`src/rtl/pb_io_router.sv`:
```
// PicoBlaze port decoder: registered read mux, read-ack/write-enable pulses,
// plus an edge-latched, maskable interrupt controller with in-service handshake.
module pb_io_router #(
  parameter int          NUM_IN        = 4,
  parameter int          NUM_OUT       = 4,
  parameter int          NUM_IRQ       = 4,
  parameter logic [7:0]  IN_BASE       = 8'h00,
  parameter logic [7:0]  OUT_BASE      = 8'h10,
  parameter logic [7:0]  IRQ_PEND_PORT = 8'hF0,
  parameter logic [7:0]  IRQ_MASK_PORT = 8'hF1,
  parameter logic [7:0]  IRQ_CLR_PORT  = 8'hF2
) (
  input  logic                  clk,
  input  logic                  reset,
  input  logic [7:0]            pb_port_id,
  input  logic                  pb_read_strobe,
  input  logic                  pb_write_strobe,
  input  logic [7:0]            pb_out_port,
  output logic [7:0]            pb_in_port,
  output logic                  pb_interrupt,
  input  logic                  pb_int_ack,
  input  logic [NUM_IN*8-1:0]   in_data,
  output logic [NUM_IN-1:0]     rd_ack,
  output logic [7:0]            out_data,
  output logic [NUM_OUT-1:0]    wr_en,
  input  logic [NUM_IRQ-1:0]    irq_src,
  output logic [1:0]            irq_state
);

  // Bus handshake: PicoBlaze strobes are single-cycle qualifiers; rd_ack and
  // wr_en answer each strobe with exactly one pulse one cycle later.
  typedef enum logic [1:0] {IDLE = 2'd0, ARMED = 2'd1, SERVICE = 2'd2} state_t;

  state_t               state;
  logic [NUM_IRQ-1:0]   mask;
  logic [NUM_IRQ-1:0]   pending;
  logic [NUM_IRQ-1:0]   prev;

  logic [7:0]           rd_sel;
  logic [NUM_IN-1:0]    ack_nxt;
  logic [NUM_OUT-1:0]   wen_nxt;
  logic [NUM_IRQ-1:0]   rise;
  logic [NUM_IRQ-1:0]   clr;
  logic [NUM_IRQ-1:0]   pend_nxt;
  logic                 clr_hit;
  logic                 mask_hit;
  logic                 active;

  // IRQ register ports are decoded last so they override any overlapping input device.
  always_comb begin
    rd_sel  = '0;
    ack_nxt = '0;
    wen_nxt = '0;
    for (int k = 0; k < NUM_IN; k++) begin
      if (pb_port_id == 8'(IN_BASE + k)) begin
        rd_sel     = in_data[k*8 +: 8];
        ack_nxt[k] = pb_read_strobe;
      end
    end
    for (int k = 0; k < NUM_OUT; k++) begin
      if (pb_port_id == 8'(OUT_BASE + k)) wen_nxt[k] = pb_write_strobe;
    end
    if (pb_port_id == IRQ_PEND_PORT)      rd_sel = 8'(pending);
    else if (pb_port_id == IRQ_MASK_PORT) rd_sel = 8'(mask);
  end

  assign clr_hit   = pb_write_strobe & (pb_port_id == IRQ_CLR_PORT);
  assign mask_hit  = pb_write_strobe & (pb_port_id == IRQ_MASK_PORT);
  assign clr       = clr_hit ? pb_out_port[NUM_IRQ-1:0] : '0;
  assign rise      = irq_src & ~prev;
  assign pend_nxt  = (pending & ~clr) | rise;
  assign active    = |(pending & mask);
  assign irq_state = state;

  always_ff @(posedge clk or negedge reset) begin
    if (!reset) begin
      pb_in_port <= '0;
      rd_ack     <= '0;
      out_data   <= '0;
      wr_en      <= '0;
      mask       <= '0;
      pending    <= '0;
      prev       <= '0;
    end else begin
      pb_in_port <= rd_sel;
      rd_ack     <= ack_nxt;
      wr_en      <= wen_nxt;
      if (|wen_nxt) out_data <= pb_out_port;
      if (mask_hit) mask <= pb_out_port[NUM_IRQ-1:0];
      pending    <= pend_nxt;
      prev       <= irq_src;
    end
  end

  // Interrupt sequencing; pb_interrupt is high exactly while ARMED.
  always_ff @(posedge clk or negedge reset) begin
    if (!reset) begin
      state        <= IDLE;
      pb_interrupt <= 1'b0;
    end else begin
      case (state)
        IDLE: begin
          if (active) begin
            state        <= ARMED;
            pb_interrupt <= 1'b1;
          end
        end
        ARMED: begin
          if (pb_int_ack) begin
            state        <= SERVICE;
            pb_interrupt <= 1'b0;
          end else if (!active) begin
            state        <= IDLE;
            pb_interrupt <= 1'b0;
          end
        end
        SERVICE: begin
          pb_interrupt <= 1'b0;
          if (clr_hit) state <= IDLE;
        end
        default: begin
          state        <= IDLE;
          pb_interrupt <= 1'b0;
        end
      endcase
    end
  end

endmodule

```
`config.mk`:
```
export PLATFORM = sky130hd
export DESIGN_NAME = pb_io_router
export DESIGN_NICKNAME = d
export VERILOG_FILES = /design/src/rtl/pb_io_router.sv
export SDC_FILE = /design/constraint.sdc
export NUM_CORES = 1
export LEC_CHECK = 0
export BUFFER_PORTS_ARGS = -buffer_cell sky130_fd_sc_hd__buf_4
export CELL_PAD_IN_SITES_DETAIL_PLACEMENT = 0
export CELL_PAD_IN_SITES_GLOBAL_PLACEMENT = 1
export CORE_MARGIN = 2
export CORE_UTILIZATION = 25
export DETAILED_ROUTE_END_ITERATION = 7
export PLACE_DENSITY_LB_ADDON = 0.08
export SLEW_MARGIN = 15
export SYNTH_ARGS = -nofsm -noshare
export SYNTH_HDL_FRONTEND = slang
export SYNTH_SLANG_ARGS = --single-unit
```
`constraint.sdc`:
```
create_clock -name clk -period 2.2 [get_ports clk]
set_input_delay 0.55 -clock clk [delete_from_list [all_inputs] [get_ports clk]]
set_output_delay 0.55 -clock clk [all_outputs]
set_load 0.05 [all_outputs]
```
After elaboration in Yosys (flattened, before gate mapping). Index checks and enable logic that the tools add are counted.

Reductions and logical operators: 6. Bitwise gates (word level): 8. Multiplexer cells: 24. Equal/unequal tests: 15.

Operators with widths (count): $mux W8 (6); $eq A8 B5 Y1 const B (4); $eq A8 B8 Y1 const B (3); $eq A8 B2 Y1 const B (2); $and A4 B4 Y4 (3); $mux W1 (11); $eq A8 B1 Y1 const B (1); $logic_not A8 Y1 (1); $mux W2 (4); $not A4 Y4 (2); $reduce_or A4 Y1 (2); $pmux W2 S3 (1); $mux W4 (1); $ne A2 B2 Y1 const B (2); $or A4 B4 Y4 (1); $ne A3 B3 Y1 const B (1); $reduce_and A3 Y1 (1); $and A1 B1 Y1 (2); $eq A2 B1 Y1 const B (1); $eq A2 B2 Y1 const B (1); $logic_not A2 Y1 (1); $pmux W1 S2 (1); $reduce_and A2 Y1 (1).

Flip-flop bits (word level): 39. Output and inout port bits: 27. Word-level logic and storage cells: 62.

Longest topological paths before layout. Gate-level depths: netlist of run 1.

Word-level depth: 7. Mapped depth: 6.

Worst setup path after synthesis of run 1. OpenSTA, ideal clock, no wires.

Path type: input to register. Start point: input port pb_port_id[4]. End point: register rd_ack[1]. Path buffers: 1. Data required time: 2.120 ns. Path slack: 0.409 ns. Stages: 5. Setup time: 0.080 ns. Data arrival time: 1.711 ns. Path through: or4_1 > clkbuf_2 > nor3_4 > nand2_2 > nor3b_2.

Longest elaborated chain between the ends: 2.

RTL lines: start: declaration (RTL line 15) `input logic [7:0] pb_port_id,`; $eq A8 B1 Y1 (RTL line 55) `if (pb_port_id == 8'(IN_BASE + k)) begin`; $mux W1 (RTL line 55); net ack_nxt[1] (RTL line 40) `logic [NUM_IN-1:0] ack_nxt;`; end signal: assignment (RTL line 86) `rd_ack <= ack_nxt;`; end: declaration (RTL line 23) `output logic [NUM_IN-1:0] rd_ack,`.

The timed path passes the listed nets, and every way through them passes these cells. A chain may end at the register's enable or synchronous reset.

Worst setup path in the final report of run 1.
Start point: input port pb_port_id[4]. End point: register pb_in_port[2].

Longest elaborated chain between the ends: 7. Elaborated cells on any way between the ends: 12. Classes of those cells: eq/ne (5); mux (6); reduce/logical (1).

RTL lines: $logic_not A8 Y1 (RTL line 55); $mux W8 (4 in series) (RTL line 55); $mux W8 (RTL line 64) `else if (pb_port_id == IRQ_MASK_PORT) rd_sel = 8'(mask);`; $mux W8 * (RTL line 63) `if (pb_port_id == IRQ_PEND_PORT) rd_sel = 8'(pending);`; net rd_sel[2] (RTL line 39) `logic [7:0] rd_sel;`; end signal: assignment (RTL line 85) `pb_in_port <= rd_sel;`; end: declaration (RTL line 19) `output logic [7:0] pb_in_port,`.

The timed path passes the listed nets; every way through them passes the cells marked *.

==> results_dict.tcl, run 1 <==
set metrics [dict create \
    place_inst 321 \
    critPathCaptureType "flop" \
    antenna_found_initial 0 \
    totalWireLength_um 4864 \
    wl_per_cell_um 14.78 \
    nets 289 \
    fin_tns_setup_ns 0 \
    achievable-frequency_ghz 0.6019 \
    post-route-util_pct 39.13 \
    synth.avg_cell_area_um2 12.42 \
    dpl.hpwl_um 3813 \
    seq_area_um2 975.9 \
    rsz0062_at_grt "false" \
    io_buffers 83 \
    antenna_left 0 \
    worstSetupPathType "primary input to flop" \
    clock_sinks 39 \
    outcome "finished clean" \
    m1WireLength_um 2027 \
    syn_inst 142 \
    rows 30 \
    layout_commonest_cell "buf_4" \
    cts_buffers 5 \
    cts_resized 0 \
    hp-class "primary input to asynchronous set/reset pin" \
    ff2ff_setup_slack_ns 1.10 \
    cp.required_ns 2.42 \
    vdd_ir_drop_max_uv 364.0 \
    ys_ff_latch 39 \
    routabilityCongestion 0.6859 \
    grt_pass1_vias 1476 \
    cts.clk_slew.worst_paths_ns 0.08 \
    dpl_cell_area_um2 2522 \
    drv_slew 0 \
    grt_use_total_pct 12.56 \
    layout_min_cycle_time_ns 1.661 \
    yosysWarningCount 0 \
    htreeDepth 2 \
    cts_tree "done" \
    viasPerCell 4.422 \
    worstPathArrival_ns 1.88 \
    nFillCells 708 \
    root_buffer "clkbuf_8" \
    p_per_area_nw_per_um2 724.3 \
    layout_common_cells "88 x buf_4, 39 x dfrtp_1, 14 x nand2_1" \
    synth.cell_area_um2 1763 \
    grt_max_degree 40 \
    synth-edff-count 0 \
    start_kind "primary input" \
    cp_max_fo 9 \
    dieWidth_um 87.98 \
    route.met3.wl_um 486 \
    hold_ws_ns 0.2124 \
    hold_buffers 0 \
    drc 0 \
    antenna_cells 0 \
    layout-drive-gt1-share_pct 52.36 \
    drt-pass1-iter-count 6 \
    top_layer "met4" \
    multi_input_area_um2 747.0 \
    postCtsSetupRepairBufs 0 \
    cts_buffer_depth 2 \
    routed-via-count 1455 \
    fin_area_um2 2659 \
    power_leakage_nw 1.316 \
    finalHoldViolCount 0 \
    grt_pass1_wl_um 7251 \
    pin_count 84 \
    maxSlewHeadroom_pct 67.10 \
    cap_viol_max_count 0 \
    dieArea_um2 7740 \
    ys_async_sr_fraction_pct 100.0 \
    synth_ff_type "dfrtp_1" \
    syn_nets 199 \
    die_y_um 87.98 \
    syn_to_final_growth_pct 50.82 \
    setup_viol 0 \
    start_util_pct 25.95 \
    clock_latency_ns 0.29 \
    core_area_um2 6794 \
    yosysUniqueCellTypes 36 \
    initialDrtViolationCount 37 \
    yosysSeqAreaShare_pct 55.36 \
    layoutNonFillerInstCount 329 \
    period_share_pct 75.52 \
    tightestPinTransition_ns 0.4935 \
    finClkSkew_ns 0.002352 \
    dr_wl_met2_um 2307 \
    overflow 0 \
]
## path summary, 6_finish.rpt
kind | startpoint | endpoint | depth (start not counted)
min reg2reg | irq_state[1]$_DFFE_PN0P_ | pb_interrupt$_DFFE_PN0P_ | 1
min in group clk | irq_src[3] | prev[3]$_DFF_PN0_ | 1
min | reset | rd_ack[3]$_DFF_PN0_ | 1
max | pb_port_id[4] | pb_in_port[2]$_DFF_PN0_ | 5
max in group asynchronous | reset | prev[2]$_DFF_PN0_ | 1
max reg2reg | mask[1]$_DFFE_PN0P_ | pb_interrupt$_DFFE_PN0P_ | 4
## area by class of cell
cell class | count | area share, %
multi-input combinational | 93 | 28.09
inverter | 5 | 0.7059
tap | 96 | 4.518
sequential | 39 | 36.71
timing repair buffer | 88 | 24.85
clock buffer | 5 | 2.588
clock inverter | 3 | 2.541
## power by group
part,total (mW),switching (mW),internal (mW)
logic,0.422,0.245,0.177
clock network,0.706,0.254,0.452
registers,0.798,0.0344,0.764
total,1.93,0.533,1.39
## state kept, by name, indices dropped and copies added (netlist names)
name,cells
irq_state,2
mask,4
out_data,8
pb_in_port,8
pb_interrupt,1
pending,4
prev,4
rd_ack,4
wr_en,4
## kinds of logic after synthesis
kind of cell	synth area share [%]
simple gates	14.48
flops	55.36
compound gates	12.85
mux	15.05
buf+inv	2.271
## worst max-delay path: stages
cell       delay, ns
buf_4           0.12
or4_1           0.59
nor3_4          0.33
a22oi_2         0.13
o2bb2ai_1       0.16
## layer usage
layer	global-route usage, %	up-vias
met1	15.86	683
met5	0	-
met2	20.32	66
met4	4.615	0
met3	3.864	4
li1	-	702
## per-stage QoR
| step | setup WS, ns | power (mW) |
|---|---|---|
| detailed placement | 0.1966 | 1.240 |
| CTS | 0.5114 | 1.965 |
| global placement | 0.2348 | 1.232 |
| global route | 0.4314 | 2.027 |
| floorplan | 0.4089 | 1.042 |
| finish | 0.5386 | 1.926 |
## synthesized netlist by cell type, types with 2 or more instances
cell / count / area (um2)
inv_1: 5 / 18.77
a22oi_1: 5 / 37.54
nor2_1: 5 / 18.77
and2_1: 2 / 12.51
nand3b_1: 2 / 15.01
dfrtp_1: 39 / 975.9
a21oi_1: 5 / 25.02
nand4_1: 2 / 12.51
and3_1: 3 / 18.77
and2_2: 4 / 30.03
o22ai_1: 4 / 25.02
o2bb2ai_1: 8 / 70.07
mux4_2: 4 / 90.09
nand2_1: 14 / 52.55
clkbuf_1: 2 / 7.510
a22o_1: 4 / 35.03
mux2_2: 12 / 135.1
mux2i_1: 4 / 40.04
(Power assumes the default switching activity.)
==> run 2, diff against run 1 <==
clock period = 1.4 ns   (was 2.2 ns; I/O delays follow)
==> run 2 against run 1 <==
Net effect: via count rose by 5.2%; wire length rose by 5.0%; highest routed layer unchanged; total power rose by 44%; design area rose by 4.5%.
==> results_dict.tcl, run 2 (same netlist as run 1, synthesis figures left out) <==
set metrics [dict create \
    outcome "finished clean" \
    grt_max_degree 40 \
    p_per_area_nw_per_um2 1000 \
    nFillCells 681 \
    worst_slack_ns 0.04398 \
    io_buffers 83 \
    achievable-frequency_ghz 0.7375 \
    grt_pass1_wl_um 7665 \
    hold_buffers 0 \
    tightestPinTransition_ns 0.5057 \
    htreeDepth 2 \
    cts.clk_slew.worst_paths_ns 0.07 \
    layout_min_cycle_time_ns 1.356 \
    grt_use_total_pct 13.14 \
    die_y_um 87.98 \
    fin_tns_setup_ns 0 \
    worstPathArrival_ns 1.56 \
    layout_common_cells "102 x buf_4, 39 x dfrtp_1, 14 x nand2_1" \
    initialDrtViolationCount 40 \
    cap_viol_max_count 0 \
    drc 0 \
    drt-pass1-iter-count 4 \
    finalHoldViolCount 0 \
    start_util_pct 25.95 \
    routed-via-count 1530 \
    cts_tree "done" \
    vdd_ir_drop_max_uv 381.6 \
    pre_cts_slack_ns -0.2662 \
    antenna_found_initial 0 \
    clock_latency_ns 0.28 \
    dieArea_um2 7740 \
    layout_commonest_cell "buf_4" \
    antenna_left 0 \
    cts_buffers 5 \
    totalWireLength_um 5109 \
    rsz0062_at_grt "true" \
    maxSlewHeadroom_pct 66.29 \
    syn_to_final_growth_pct 57.63 \
    routabilityCongestion 0.7322 \
    core_area_um2 6794 \
    reg.largest.list "out_data: 8 flops, pb_in_port: 8 flops" \
    nets 305 \
    hp-class "primary input to asynchronous set/reset pin" \
    finClkSkew_ns 0.002622 \
    viasPerCell 4.435 \
    worstSetupPathType "primary input to flop" \
    root_buffer "clkbuf_8" \
    clock_sinks 39 \
    setup_viol 0 \
    period_share_pct 96.86 \
    wl_per_cell_um 14.81 \
    power_leakage_nw 1.387 \
    cts_buffer_depth 2 \
    critPathCaptureType "flop" \
    drv_slew 0 \
    dpl.hpwl_um 4056 \
    grt_pass1_vias 1523 \
    pin_count 84 \
    antenna_cells 0 \
    overflow 0 \
    cp_max_fo 9 \
    dieWidth_um 87.98 \
    start_kind "primary input" \
    rows 30 \
    cp.required_ns 1.60 \
    layout-drive-gt1-share_pct 56.22 \
]
-- run 2: metrics by stage --
step                      instance area [um2]  hold WS (ns)  utilization (%)  total power, mW  cells
after floorplan                          1782       0.05441                -            1.639    142
after global placement                   2665        0.3562            39.23            1.969    337
after detailed placement                 2665        0.3636            39.23            1.982    337
after CTS                                2765       0.04857            40.70            2.825    345
after global routing                     2779       0.06243            40.90            2.910    345
final                                    2779       0.01732            40.90            2.779    345
-- run 2: worst max-delay path: stages --
cell and delay, ns:
buf_4 0.11, or4_4 0.56, nor3_4 0.17, buf_12 0.15, a22oi_1 0.06, o2bb2ai_1 0.16
-- run 2: repair_timing --
action,4_1_cts,5_1_grt
resized for setup,0,3
setup buffers,0,0
endpoints found under the setup margin,0,12
-- run 2: per-layer routing --
metal | vias up | global-route usage, % | wire, um
met3 | 5 | 3.582 | 457
met2 | 62 | 21.01 | 2300
li1 | 732 | - | -
met5 | - | 0 | 0
met1 | 731 | 17.33 | 2286
met4 | 0 | 4.196 | 65
-- run 2: worst paths after layout --
| check | cells past startpoint | slack [ns] | to | start |
|---|---|---|---|---|
| setup / recovery | 6 | 0.04 | pb_in_port[0]$_DFF_PN0_ | pb_port_id[4] |
| hold / removal | 1 | 0.02 | pb_in_port[7]$_DFF_PN0_ | reset |
| setup reg to reg | 4 | 0.24 | pb_interrupt$_DFFE_PN0P_ | pending[1]$_DFF_PN0_ |
| hold reg to reg | 1 | 0.50 | pb_interrupt$_DFFE_PN0P_ | irq_state[1]$_DFFE_PN0P_ |
| max in group asynchronous | 1 | 1.02 | mask[2]$_DFFE_PN0P_ | reset |
| min in group clk | 1 | 0.18 | prev[2]$_DFF_PN0_ | irq_src[2] |
-- run 2: where the power goes --
part | leakage (nW) | switching, mW | internal (mW)
registers | 0.506 | 0.0540 | 1.20
logic | 0.830 | 0.401 | 0.302
clock network | 0.0515 | 0.372 | 0.449
total | 1.39 | 0.827 | 1.95
-- run 2: final cells by class --
class                      count  area [um2]  share of cell area (%)
clock buffer                   8       100.1                   3.602
inverter                       5       18.77                  0.6754
multi-input combinational     93       767.0                   27.60
sequential                    39       975.9                   35.12
tap                           96       120.1                   4.322
timing repair buffer         104       797.0                   28.68
==> run 3, diff against run 2 <==
CTS_BUF_LIST = sky130_fd_sc_hd__clkbuf_8   (was not set)
SETUP_SLACK_MARGIN = 0.05   (was not set)
==> run 3 against run 2 <==
Net effect: sequential cell count unchanged; sequential power about the same; non-clock buffer count up 1; via count up 2.4%; setup slack better by 0.014 ns; highest routed layer unchanged.
==> results_dict.tcl, run 3 (same netlist as run 1, synthesis figures left out) <==
set metrics [dict create \
    start_kind "primary input" \
    overflow 0 \
    cp_num_buf_inv 2 \
    drv_slew 0 \
    pin_count 84 \
    cts_tree "done" \
    grt_use_total_pct 13.51 \
    htreeDepth 2 \
    io_buffers 83 \
    die_y_um 87.98 \
    antenna_cells 0 \
    routabilityCongestion 0.7415 \
    cts_buffer_depth 2 \
    clock_latency_ns 0.29 \
    dieWidth_um 87.98 \
    period_share_pct 95.89 \
    worstPathArrival_ns 1.55 \
    layout_commonest_cell "buf_4" \
    ff2ff_setup_slack_ns 0.26 \
    critPathCaptureType "flop" \
    path_delay_family "simple AND/OR/NAND/NOR gates" \
    syn_to_final_growth_pct 60.40 \
    clock_sinks 39 \
    cts.clk_slew.worst_paths_ns 0.07 \
    cap_viol_max_count 0 \
    layout_min_cycle_time_ns 1.342 \
    fin_tns_setup_ns 0 \
    drt-pass1-iter-count 4 \
    achievable-frequency_ghz 0.7449 \
    core_area_um2 6794 \
    vdd_ir_drop_max_uv 491.2 \
    worstSetupPathType "primary input to flop" \
    cts_buffers 5 \
    reg.largest.list "out_data: 8 flops, pb_in_port: 8 flops" \
    grt_pass1_wl_um 7762 \
    cp.required_ns 1.60 \
    start_util_pct 25.95 \
    cp_max_fo 3 \
    rsz0062_at_grt "true" \
    nets 306 \
    initialDrtViolationCount 71 \
    nFillCells 656 \
    totalWireLength_um 5106 \
    layout_common_cells "100 x buf_4, 39 x dfrtp_1, 13 x nand2_1" \
    power_mw 2.774 \
    reg2reg_to "pb_interrupt$_DFFE_PN0P_" \
    dpl.hpwl_um 4015 \
    finalHoldViolCount 0 \
    dieArea_um2 7740 \
    crit_start "pb_port_id[4]" \
    rows 30 \
    grt_pass1_vias 1587 \
    outcome "finished clean" \
    crit_path_frequent_cell "buf_6" \
    rr_startpoint "mask[1]$_DFFE_PN0P_" \
    setup_viol 0 \
    antenna_left 0 \
    viasPerCell 4.526 \
    power_leakage_nw 1.415 \
    root_buffer "clkbuf_8" \
    p_per_area_nw_per_um2 980.9 \
    r2r_cells 4 \
    hp-class "primary input to asynchronous set/reset pin" \
    grt_max_degree 40 \
    tightestPinTransition_ns 0.4943 \
    antenna_found_initial 0 \
    slowest_stage "or4_4" \
    maxSlewHeadroom_pct 67.04 \
    wl_per_cell_um 14.76 \
    drc 0 \
    critical_path.cell_chain "buf_6, or4_4, nor3_4, buf_6, nand2_4, nor3b_2" \
    layout-drive-gt1-share_pct 59.20 \
    finClkSkew_ns 0.005310 \
    cpPeakStageDelay_ns 0.57 \
    routed-via-count 1566 \
]
==> run 3: cell count changes in the layout (fill, tap and decap cells not counted), moves of 2 or more <==
cell	change
a22oi_2	+2
buf_6	+3
a22oi_1	-2
buf_4	-2
==> run 3: worst max-delay path by stage <==
| stage | to | cells past startpoint | slack (ns) |
|---|---|---|---|
| final | rd_ack[1]$_DFF_PN0_ | 6 | 0.06 |
| after global placement | pending[2]$_DFF_PN0_ | 6 | -0.34 |
| after global routing | rd_ack[1]$_DFF_PN0_ | 6 | 0.008 |
| after detailed placement | pending[3]$_DFF_PN0_ | 6 | -0.34 |
| after CTS | rd_ack[1]$_DFF_PN0_ | 6 | 0.05 |
| after floorplan | rd_ack[1]$_DFF_PN0_ | 5 | -0.19 |
==> run 3: layout make-up <==
class                   instances  area (um2)  area share, %
repair buffers                105       815.8          28.85
flip-flops and latches         39       975.9          34.51
multi-input cells              93       797.0          28.19
well taps                      96       120.1          4.248
inverters                       5       18.77         0.6637
clock buffers                   7       96.34          3.407
clock inverters                 1       3.754         0.1327
==> run 3: stage by stage <==
step                util, %  hold WS [ns]  setup slack [ns]  cell area (um2)  instances
global route          41.62       0.04393          0.007539             2828        346
CTS                   40.74       0.04683           0.04514             2768        344
detailed placement    39.15        0.3632           -0.3391             2660        336
finish                41.62       0.02008           0.05752             2828        346
global placement      39.15        0.3546           -0.3393             2660        336
floorplan                 -       0.05441           -0.1889             1784        142
==> run 3: power by group <==
| part | internal [mW] | switching, mW | total (mW) | leakage (nW) |
|---|---|---|---|---|
| registers | 1.20 | 0.0560 | 1.26 | 0.506 |
| logic | 0.305 | 0.398 | 0.703 | 0.854 |
| clock network | 0.442 | 0.372 | 0.814 | 0.0557 |
| total | 1.95 | 0.826 | 2.77 | 1.42 |
==> run 3: routing by layer <==
metal  vias to the layer above  wire length [um]  GRT usage, %
met5                         -                 0             0
met4                         0                57         4.615
met3                         5               392         3.959
met2                        65              2408         21.83
met1                       750              2247         17.32
li1                        746                 -             -
==> run 3: worst reg2reg max path, delay by kind of cell (launching register included) <==
family	cells	cell delay [ns]
simple gates	1	0.12
flops	1	0.40
compound gates	3	0.52
==> run 3: repair_timing <==
item	in CTS	in global routing
resized for setup	2	10
hold buffers	0	0
setup buffers	0	2
endpoints found under the setup margin	6	9
cloned	0	0
pin swaps	0	3
